**config.mk**
```make
export PLATFORM = sky130hd
export DESIGN_NAME = taxi_eth_mac_stat_bank
export DESIGN_NICKNAME = d
export VERILOG_FILES = /design/src/rtl/taxi_eth_mac_stat_bank.sv
export SDC_FILE = /design/constraint.sdc
export NUM_CORES = 2
export LEC_CHECK = 0
export CAP_MARGIN = 25
export CORE_UTILIZATION = 37
export CTS_CLUSTER_SIZE = 25
export DETAILED_ROUTE_END_ITERATION = 16
export HOLD_SLACK_MARGIN = 0.05
export PLACE_DENSITY = 0.61
export SLEW_MARGIN = 20
export SYNTH_ARGS = -nofsm -noshare
export SYNTH_HDL_FRONTEND = slang
export SYNTH_SLANG_ARGS = --single-unit
```
**constraint.sdc**
```tcl
create_clock -name stat_clk -period 4.2 [get_ports stat_clk]
set_clock_uncertainty 0.05 [all_clocks]
set_input_delay 1.26 -clock stat_clk [delete_from_list [all_inputs] [get_ports stat_clk]]
set_output_delay 1.26 -clock stat_clk [all_outputs]
set_load 0.05 [all_outputs]
```
**src/rtl/taxi_eth_mac_stat_bank.sv**
```systemverilog
// ============================================================================
// Module   : taxi_eth_mac_stat_bank
// Brief    : Per-channel MAC statistics counter bank with a valid/ready read
//            port and optional clear-on-read. Define TAXI_STAT_SAT_EN for
//            saturating counters; otherwise counters wrap.
// Revision : 1.0 - initial release
// ============================================================================
`default_nettype none

module taxi_eth_mac_stat_bank #(
    parameter int CH_CNT = 4,
    parameter int CNT_W  = 32,
    parameter int CH_W   = (CH_CNT > 1) ? $clog2(CH_CNT) : 1
) (
    input  logic                  stat_clk,
    input  logic                  stat_rst_n,
    input  logic                  cnt_en,
    input  logic                  clr_all,
    input  logic [CH_CNT*8-1:0]   stat_evt,
    input  logic [CH_CNT*4-1:0]   stat_rx_byte,
    input  logic                  rd_valid,
    output logic                  rd_ready,
    input  logic [CH_W-1:0]       rd_ch,
    input  logic [3:0]            rd_idx,
    input  logic                  rd_clr,
    output logic                  rsp_valid,
    input  logic                  rsp_ready,
    output logic [CNT_W-1:0]      rsp_data,
    output logic                  rsp_err
);

    localparam int              c_IDX_N  = 9;
    localparam logic [CH_W:0]   c_CH_LIM = (CH_W+1)'(CH_CNT);

    typedef enum logic [0:0] {
        ST_IDLE = 1'b0,
        ST_RESP = 1'b1
    } state_t;

    state_t                 r_state;
    logic                   r_rd_ready;
    logic                   r_rsp_valid;
    logic [CNT_W-1:0]       r_rsp_data;
    logic                   r_rsp_err;

    logic [CNT_W-1:0]       r_cnt     [CH_CNT][c_IDX_N];
    logic [CNT_W-1:0]       w_cnt_nxt [CH_CNT][c_IDX_N];
    logic [CNT_W-1:0]       w_rd_val;
    logic                   w_in_range;
    logic                   w_acc;
    logic                   w_clr_sel;

    // Adds a 0..15 increment to a cleared-or-current base value.
    function automatic logic [CNT_W-1:0] f_acc(input logic [CNT_W-1:0] base,
                                               input logic [3:0]       inc);
`ifdef TAXI_STAT_SAT_EN
        logic [CNT_W+3:0] sum;
        sum = {4'b0000, base} + {{CNT_W{1'b0}}, inc};
        f_acc = (sum[CNT_W+3:CNT_W] != 4'd0) ? {CNT_W{1'b1}} : sum[CNT_W-1:0];
`else
        // Truncating the add at CNT_W bits is the modulo-2^CNT_W reduction.
        f_acc = base + CNT_W'(inc);
`endif
    endfunction

    assign w_in_range = ({1'b0, rd_ch} < c_CH_LIM) && (rd_idx <= 4'd8);
    assign w_acc      = rd_valid && r_rd_ready;
    assign w_clr_sel  = w_acc && rd_clr && w_in_range;

    always_comb begin
        w_rd_val = '0;
        for (int c = 0; c < CH_CNT; c++) begin
            for (int i = 0; i < c_IDX_N; i++) begin
                if (rd_ch == CH_W'(c) && rd_idx == 4'(i)) begin
                    w_rd_val = r_cnt[c][i];
                end
            end
        end
    end

    // A clear only zeroes the base, so a same-cycle increment still lands.
    always_comb begin
        for (int c = 0; c < CH_CNT; c++) begin
            for (int i = 0; i < 8; i++) begin
                w_cnt_nxt[c][i] = f_acc(
                    (clr_all || (w_clr_sel && rd_ch == CH_W'(c) && rd_idx == 4'(i)))
                        ? '0 : r_cnt[c][i],
                    {3'b000, cnt_en & stat_evt[c*8+i]});
            end
            w_cnt_nxt[c][8] = f_acc(
                (clr_all || (w_clr_sel && rd_ch == CH_W'(c) && rd_idx == 4'd8))
                    ? '0 : r_cnt[c][8],
                cnt_en ? stat_rx_byte[c*4 +: 4] : 4'd0);
        end
    end

    always_ff @(posedge stat_clk or negedge stat_rst_n) begin
        if (!stat_rst_n) begin
            for (int c = 0; c < CH_CNT; c++) begin
                for (int i = 0; i < c_IDX_N; i++) begin
                    r_cnt[c][i] <= '0;
                end
            end
        end else begin
            for (int c = 0; c < CH_CNT; c++) begin
                for (int i = 0; i < c_IDX_N; i++) begin
                    r_cnt[c][i] <= w_cnt_nxt[c][i];
                end
            end
        end
    end

    always_ff @(posedge stat_clk or negedge stat_rst_n) begin
        if (!stat_rst_n) begin
            r_state     <= ST_IDLE;
            r_rd_ready  <= 1'b0;
            r_rsp_valid <= 1'b0;
            r_rsp_data  <= '0;
            r_rsp_err   <= 1'b0;
        end else begin
            case (r_state)
                ST_IDLE: begin
                    if (w_acc) begin
                        r_state     <= ST_RESP;
                        r_rd_ready  <= 1'b0;
                        r_rsp_valid <= 1'b1;
                        r_rsp_data  <= w_in_range ? w_rd_val : '0;
                        r_rsp_err   <= !w_in_range;
                    end else begin
                        r_rd_ready  <= 1'b1;
                    end
                end
                ST_RESP: begin
                    if (rsp_ready) begin
                        r_state     <= ST_IDLE;
                        r_rsp_valid <= 1'b0;
                        r_rd_ready  <= 1'b1;
                    end
                end
                default: begin
                    r_state     <= ST_IDLE;
                end
            endcase
        end
    end

    assign rd_ready  = r_rd_ready;
    assign rsp_valid = r_rsp_valid;
    assign rsp_data  = r_rsp_data;
    assign rsp_err   = r_rsp_err;

endmodule

`default_nettype wire

```
==> metrics.txt <==
H-tree Lvls=4; initial antenna violation count=5; clk_lat worst skew=approximately 0.8 ns; vias in the first global route=around 58000; pwr dens=between 300 and 400 nW/µm²; clk slew on worst S/H paths=around 0.060 ns; critical path capture point type=flip-flop; Routed WL per cell=around 23 µm; Die ar.=181000 µm²; syn nets=7469; mux cell area share after synthesis=under 10%; Final min period=roughly 4.2 ns; WP data arrival=4.77 ns; #FFs+latches synth=~1200; register area share after synthesis=44.9%; maximum clock frequency=240 MHz; Post-Synth Simple-Gate Area=between 20% and 30%; Initial Utilization=roughly 37%; first-pass GRT wire length=around 370000 µm; final hold vios=0; Initial DRT Pass Iterations=6; Compound-Gate Fraction of Synth Area=a little under an eighth; commonest non-fill, non-tap cells in the layout=dfrtp_1, nor2_1, buf_4, nand2_1, xor2_1; final period utilization=between 90 and 100%; PnR worst setup slack=just over 0.03 ns; outcome=complete, no violations; CORE AREA=about 180000 µm²; commonest non-fill, non-tap cell in the layout=dfrtp_1; share of layout cells above drive strength 1=~17%; Total Nets Final=about 8400; vias after detailed routing=roughly 61000; Max Cap Viol=0; Setup Total Neg Slack=0 ns; post-route ant nets=0; worst slack at placement=-0.870 ns; CTS Sinks=between 1000 and 1500; final slew viol count=0; library cells used by synthesis=76; Die H=~430 µm; CTS Hold Bufs=0; DRT Wirelength=approximately 250000 µm; CP Max Fanout=25; Pleak=~35 nW; final setup vio count=0; Worst setup SP type=input pin; Clock Tree Buf Depth=3; EDFF count, synth=0; Routability Congestion=0.980; type of the worst setup path=input pin to flip-flop; largest family of logic cells by synthesized area=simple AND/OR/NAND/NOR gates; CTS tree=built; gr usage total=between 20% and 30%; IO buf count=95; Core Rows=154; initial DRC count=6379; number of CTS-inserted buffers=about 140; hold_ws=around 0.37 ns; IO Pins=96; Synth Area in XOR/XNOR=11.9%; ys async rst share=100%; Yosys Warn Count=0; RSZ-0062 raised after global routing=no; Mapped Area=about 66000 µm²; GRT overflow=0; Post-Synthesis Cells=between 7000 and 8000; VDD IR max=between 0.3 and 0.4 mV; Die X=between 400 and 500 µm; Area Growth Syn to Fin=25.5%; path type of the worst min-delay path=input pin to asynchronous set/reset pin; Final Util=47.0%; Post-DP Area=78200 µm²; Rel. slew slack=between 20% and 30%; detailed placement HPWL=roughly 190000 µm; Critical Path RT=between 4 and 5 ns; actual slew at the worst max-slew pin=between 1 and 1.5 ns; Synth Flop Type=dfrtp_1; Mean Syn Cell Area=just over 9 µm²; final std cell area, no fill=around 83000 µm²; largest net degree at the start of global routing=approximately 120; Root Driver=clkbuf_16; Synth Area in Adders=roughly 1.6%; via/cell ratio=5.69; DR DRC count=0
-- through the flow --
step / total power, mW / cells
final: 28.2 / 10700
after global routing: 29.1 / 10700
after CTS: 28.5 / 10700
after detailed placement: 15.5 / 10400
after global placement: 15.5 / 10400
after floorplan: 13.5 / 7324
-- final timing paths --
check                           start           end  slack [ns]  depth (start not counted)
min in group stat_clk      r_cnt[191]    r_cnt[191]        0.47                          1
max in group asynchronous  stat_rst_n    r_cnt[974]        2.54                          2
min reg2reg                r_cnt[191]    r_cnt[191]        0.47                          1
max reg2reg                  rd_ready   r_cnt[1074]        0.54                         14
max                         rd_idx[2]  rsp_data[25]        0.03                         13
min                        stat_rst_n    r_cnt[208]        0.37                          1
-- synthesized netlist by cell type (6+ instances only) --
cell type / n / area (µm²)
xnor2_1: 401 / 3510
a41oi_1: 38 / 333
nor3_1: 163 / 816
or3_1: 166 / 1040
buf_2: 24 / 120
xor2_1: 503 / 4410
or4_1: 14 / 105
o211ai_1: 11 / 82.6
o22ai_1: 34 / 213
nand2b_1: 6 / 37.5
nor4b_1: 12 / 105
o2bb2ai_1: 28 / 245
o21ai_0: 227 / 1140
a21o_1: 17 / 128
clkbuf_1: 335 / 1260
mux4_2: 33 / 743
o31ai_1: 47 / 353
mux2i_1: 36 / 360
inv_1: 152 / 571
and2_1: 143 / 895
o221ai_1: 27 / 236
and3_1: 241 / 1510
a211oi_1: 41 / 308
a22oi_1: 123 / 923
nor4_1: 98 / 613
dfrtp_1: 1188 / 29700
and4_1: 120 / 1050
ha_1: 80 / 1000
nor2_1: 1047 / 3930
a221oi_1: 92 / 806
nor2b_1: 15 / 93.8
nor3b_1: 14 / 105
a32o_1: 15 / 150
or2_2: 14 / 87.6
buf_1: 20 / 75.1
a2111oi_0: 63 / 552
nand3_1: 383 / 1920
nand2_1: 661 / 2480
a21oi_1: 309 / 1550
nand4_1: 290 / 1810
a31oi_1: 20 / 125
-- cell type report --
class / instances / area (µm²)
diodes: 5 / 12.5
flip-flops and latches: 1188 / 29700
fillers: 16600 / 93900
multi-input cells: 5604 / 35200
clock buffers: 215 / 4400
well taps: 2340 / 2930
repair buffers: 1126 / 9810
inverters: 153 / 574
clock inverters: 50 / 512
-- state kept, by name (all words and copies together), names as in the netlist --
name,flops
rsp_err,1
rsp_valid,1
r_cnt,1152
rd_ready,1
rsp_data,32
r_state,1
-- logic make-up (layout without fill, tap and decap cells) --
logic type / count (synthesis) / count (layout)
compound gates: 1132 / 1132
mux: 69 / 69
flops: 1188 / 1188
xor+xnor: 904 / 904
other cells: 0 / 5
simple gates: 3415 / 3415
buf+inv: 532 / 1544
fa+ha+maj: 84 / 84
-- metal layers --
layer / track usage, % / wire length, µm
met5: 0 / 0
met4: 13.7 / 13500
met3: 3.79 / 15200
met2: 43.1 / 114000
met1: 36.2 / 105000
-- power by group --
group | internal, mW | leakage [nW] | switching (mW) | total (mW)
sequential | 11.7 | 16.5 | 0.393 | 12.1
combinational | 1.11 | 16.1 | 2.09 | 3.21
clock | 7.63 | 2.42 | 5.31 | 12.9
-- what timing repair did --
item                                    4_1_cts  5_1_grt
endpoints found under the setup margin        1        2
pin swaps                                     0        0
cloned                                        0        0
gates resized for setup                       1        1
buffers inserted                              0        0
-- critical path: stages --
cell and delay (ns):
clkdlybuf4s50_1 0.51, buf_12 0.15, buf_4 0.19, or4b_1 0.19, buf_4 0.24, nor2_1 0.10, buf_12 0.16, buf_4 0.15
a2111oi_0 0.69, buf_4 0.25, a41oi_1 0.21, o31ai_2 0.51, a21oi_1 0.14
(Power assumes the default switching activity.)
